**src/rtl/if_fetch_stage.sv**
```systemverilog
// Instruction-fetch stage: owns the PC, drives the instruction ROM and fills the
// IF/ID pipeline register. Handles sequential fetch, branch redirect from ID,
// flush redirect from exception/CSR logic and per-stage stalls.
// Optional static JAL prediction is enabled by defining IF_STATIC_PRED_EN.
module if_fetch_stage #(
    parameter logic [31:0] RESET_PC = 32'h0000_0000,
    parameter logic [31:0] NOP_INST = 32'h0000_0013
) (
    input  logic        clk,
    input  logic        rst,
    input  logic        stall_if,
    input  logic        stall_id,
    input  logic        branch_flag,
    input  logic [31:0] branch_target,
    input  logic        flush,
    input  logic [31:0] flush_target,
    output logic [31:0] pc,
    output logic        ce,
    input  logic [31:0] inst,
    output logic [31:0] id_pc,
    output logic [31:0] id_inst,
    output logic        id_valid,
    output logic        id_pred
);

    localparam logic [6:0] OpcJal = 7'b1101111;

    logic [31:0] pc_q, pc_d;
    logic        ce_q;
    logic [31:0] id_pc_q, id_pc_d;
    logic [31:0] id_inst_q, id_inst_d;
    logic        id_valid_q, id_valid_d;
    logic        id_pred_q, id_pred_d;

    // Predecode of the word currently returned by the ROM.
    logic        pred_hit;
    logic [31:0] pred_target;

`ifdef IF_STATIC_PRED_EN
    logic [31:0] jal_imm;
    assign jal_imm     = {{11{inst[31]}}, inst[31], inst[19:12], inst[20], inst[30:21], 1'b0};
    assign pred_hit    = (inst[6:0] == OpcJal);
    assign pred_target = pc_q + jal_imm;
`else
    logic unused_opc;
    assign unused_opc  = ^OpcJal;
    assign pred_hit    = 1'b0;
    assign pred_target = 32'h0;
`endif

    // Next PC: flush > accepted branch > stall > prediction > sequential.
    always_comb begin
        pc_d = pc_q;
        if (ce_q) begin
            if (flush) begin
                pc_d = flush_target;
            end else if (branch_flag && !stall_id) begin
                pc_d = branch_target;
            end else if (stall_if) begin
                pc_d = pc_q;
            end else if (pred_hit) begin
                pc_d = pred_target;
            end else begin
                pc_d = pc_q + 32'd4;
            end
        end
    end

    // PC and chip-enable registers; ce rises on the first edge out of reset.
    always_ff @(posedge clk) begin
        if (rst) begin
            pc_q <= RESET_PC;
            ce_q <= 1'b0;
        end else begin
            pc_q <= pc_d;
            ce_q <= 1'b1;
        end
    end

    // IF/ID next state: flush > ID stall (hold) > branch kill > IF stall > idle > load.
    always_comb begin
        id_pc_d    = id_pc_q;
        id_inst_d  = id_inst_q;
        id_valid_d = id_valid_q;
        id_pred_d  = id_pred_q;
        if (flush || (!stall_id && (branch_flag || stall_if || !ce_q))) begin
            id_pc_d    = 32'h0;
            id_inst_d  = NOP_INST;
            id_valid_d = 1'b0;
            id_pred_d  = 1'b0;
        end else if (!stall_id) begin
            id_pc_d    = pc_q;
            id_inst_d  = inst;
            id_valid_d = 1'b1;
            id_pred_d  = pred_hit;
        end
    end

    // IF/ID pipeline register.
    always_ff @(posedge clk) begin
        if (rst) begin
            id_pc_q    <= 32'h0;
            id_inst_q  <= NOP_INST;
            id_valid_q <= 1'b0;
            id_pred_q  <= 1'b0;
        end else begin
            id_pc_q    <= id_pc_d;
            id_inst_q  <= id_inst_d;
            id_valid_q <= id_valid_d;
            id_pred_q  <= id_pred_d;
        end
    end

    assign pc       = pc_q;
    assign ce       = ce_q;
    assign id_pc    = id_pc_q;
    assign id_inst  = id_inst_q;
    assign id_valid = id_valid_q;
    assign id_pred  = id_pred_q;

endmodule

```
**config.mk**
```make
export PLATFORM = sky130hd
export DESIGN_NAME = if_fetch_stage
export DESIGN_NICKNAME = d
export VERILOG_FILES = /design/src/rtl/if_fetch_stage.sv
export SDC_FILE = /design/constraint.sdc
export NUM_CORES = 1
export LEC_CHECK = 0
export CORE_ASPECT_RATIO = 1.25
export CORE_MARGIN = 2
export CORE_UTILIZATION = 40
export CTS_CLUSTER_SIZE = 16
export DETAILED_ROUTE_END_ITERATION = 10
export PLACE_DENSITY = 0.83
export RECOVER_POWER = 25
export SLEW_MARGIN = 10
export SYNTH_ARGS = -nofsm -noshare
export SYNTH_HDL_FRONTEND = slang
export SYNTH_SLANG_ARGS = --single-unit
```
**constraint.sdc**
```tcl
create_clock -name clk -period 2.1 [get_ports clk]
set_input_delay 0.42 -clock clk [delete_from_list [all_inputs] [get_ports clk]]
set_output_delay 0.42 -clock clk [all_outputs]
set_load 0.02 [all_outputs]
```
==> results_dict.tcl <==
set metrics [dict create \
    min_path_type "reg -> reg" \
    h-tree-depth 3 \
    p_int_mw 3.40 \
    fin_skew_ps 8.06 \
    worstPathArrival_ps 2290 \
    leakage_nw 2.94 \
    worstPathMaxFanout 15 \
    layout-drive-gt1-share 0.117 \
    final-hold-violation-count 0 \
    clkLatencyLatePin_ps 350 \
    synth_edf_count 0 \
    diodes 0 \
    wl_per_cell_um 18.0 \
    min_path_cells 2 \
    fp.dieH_um 126 \
    yosys_most_used_dff "dfxtp_1" \
    worst_slew_pin_slew_ps 653 \
    power.density_mw_per_mm2 624 \
    dp_hpwl_um 12500 \
    relSlewSlack 0.565 \
    synth_top_area_frac 0.414 \
    overflow 0 \
    cp-start-kind "primary input" \
    net-switching-power_mw 1.29 \
    dpl_cell_area_mm2 0.00720 \
    synthTopCellsByArea "dfxtp_1 (41%), mux2i_1 (13%), nor2_1 (6.6%)" \
    grt_max_degree 69 \
    synth_warnings 0 \
    avgSynthCellArea_um2 8.49 \
    totalWireLength_um 16500 \
    syn_area_mm2 0.00474 \
    syn_inst 558 \
    grt_usage 0.260 \
    cts.repair.resized 0 \
    grt_pass1_wl_um 26200 \
    cts.reportedPaths.clkPinSlew_ps 70 \
    cp_slowest_cell "dlygate4sd3_1" \
    crit_type "in -> reg" \
    fmax_ghz 0.479 \
    power_frac_clock 0.379 \
    status "finished, final reports clean" \
    die-area_mm2 0.0127 \
    highest_layer "met4" \
    initial_core_util 0.410 \
    fin_crit_sh 0.995 \
    dr_wl_met2_um 8660 \
    dp_cells 902 \
    fin_crit_ps 2090 \
    ys_ff_latch 98 \
    cts_tree "done" \
    reg2reg_depth 5 \
    async_reset_ff_frac 0 \
    finalMaxSlewViolations 0 \
    cap_violations 0 \
    post_cts_buffers 0 \
    fillers 973 \
    fin_setup_tns_ps 0 \
    portBuffers 199 \
    ff2ff_setup_slack_ps 40 \
    clock-root-buffer "clkbuf_16" \
    path_cells "dlygate4sd3_1 > nor2b_2 > o21ai_2 > buf_12 > o311ai_0 > o41ai_2" \
    yosysSeqAreaShare 0.414 \
    holdWs_ps 460 \
    p_seq_frac 0.422 \
    core_area_mm2 0.0116 \
    dr_wl_met3_um 887 \
    numCtsBuffers 9 \
    final_nets 878 \
    clock-sinks 98 \
    yosysMostFrequentCell "dfxtp_1" \
    area_growth_pct 58.5 \
    yosys.area.top_type "dfxtp_1" \
    placementRows 44 \
    drtIter0Drc 240 \
    clockBufferDepth 2 \
    fin_area_mm2 0.00751 \
    combPwrFrac 0.200 \
    wirelength_met1_um 6420 \
    rsz0062_at_grt "false" \
    die_w_um 101 \
    ir_drop_uv 462 \
    syn_nets 661 \
    swShare 0.275 \
    vias 5082 \
    place.gp.congestion 0.932 \
    grt_pass1_vias 5181 \
    worstPathRequired_ps 2300 \
    pin_count 201 \
    antenna_found_initial 0 \
    synth.distinct_cells 55 \
    ctsHoldBuffers 0 \
    finalSetupViolCount 0 \
    end_kind "register" \
    critPathMaxStageDelay_ps 580 \
    firstDrtPassIters 5 \
    via_per_inst 5.54 \
    layoutNonFillerInstCount 918 \
    drtAntennaViolNets 0 \
    synthTopCellsByCount "dfxtp_1 (98), nor2_1 (83), mux2i_1 (62)" \
    drc 0 \
]
[state kept, by name, summed over array words and instances, names as in the netlist]
| signal | flops |
|---|---|
| ce | 1 |
| pc | 32 |
| id_inst | 32 |
| id_pc | 32 |
| id_valid | 1 |
[power by group through the flow]
stage	clock network [mW]	logic (mW)	registers, mW
finish	1.77	0.936	1.98
CTS	1.81	0.937	1.98
detailed placement	0	0.931	2.02
floorplan	0	0.337	2.11
global placement	0	0.917	2.01
global route	1.88	0.999	1.99
[per-layer routing]
layer,vias to the layer above,track usage
li1,2439,-
met1,2403,0.300
met2,200,0.461
met3,40,0.0455
met4,0,0.115
met5,-,0
[layout make-up]
class,instances,area [um^2],share of cell area
clock inverters,6,78.8,0.0105
clock buffers,10,239,0.0318
well taps,138,173,0.0230
multi-input cells,408,2590,0.345
inverters,3,11.3,0.00150
flip-flops and latches,98,1960,0.261
repair buffers,255,2460,0.327
[cells by family (layout without fill, tap and decap cells)]
| logic type | count (synthesis) | after routing | share of synthesized area |
|---|---|---|---|
| DFF | 98 | 98 | 0.414 |
| muxes | 63 | 63 | 0.133 |
| buffers and inverters | 52 | 274 | 0.0433 |
| other | 1 | 1 | 0.000792 |
| AOI/OAI and AO/OA | 122 | 122 | 0.168 |
| adders and majority gates | 1 | 1 | 0.00264 |
| and+or+nand+nor | 214 | 214 | 0.225 |
| xor gates and xnor gates | 7 | 7 | 0.0129 |
[worst max-delay path: cells and delay by family]
| kind | cells | cell delay (ps) |
|---|---|---|
| AOI/OAI and AO/OA | 3 | 830 |
| and+or+nand+nor | 1 | 290 |
| buffers and inverters | 2 | 740 |
[final timing paths]
check	from	end
max reg2reg	pc[2]	pc[20]
min	id_valid	id_valid
min reg2reg	id_valid	id_valid
max	branch_flag	pc[20]
[layout by cell type (no fill, tap or decap), types with 10 or more instances in the layout]
master / synthesis / final
a211oi_1: 15 / 15
a21oi_1: 47 / 47
buf_4: 1 / 48
clkdlybuf4s50_1: 0 / 175
dfxtp_1: 98 / 98
dlygate4sd3_1: 0 / 22
mux2i_1: 62 / 62
nand2_1: 33 / 33
nand2b_1: 11 / 11
nand3_1: 13 / 13
nand4_1: 10 / 10
nor2_1: 83 / 83
nor3_1: 16 / 16
o21ai_0: 22 / 22
[metrics by stage]
step	total power [mW]	setup slack (ps)	utilization
after floorplan	2.44	2.11	-
after global placement	2.93	-74.7	0.623
after detailed placement	2.95	-141	0.623
after CTS	4.72	37.1	0.651
after global routing	4.87	0.858	0.649
final	4.69	10.2	0.649
Note: power is estimated with default switching activity, not from simulation.
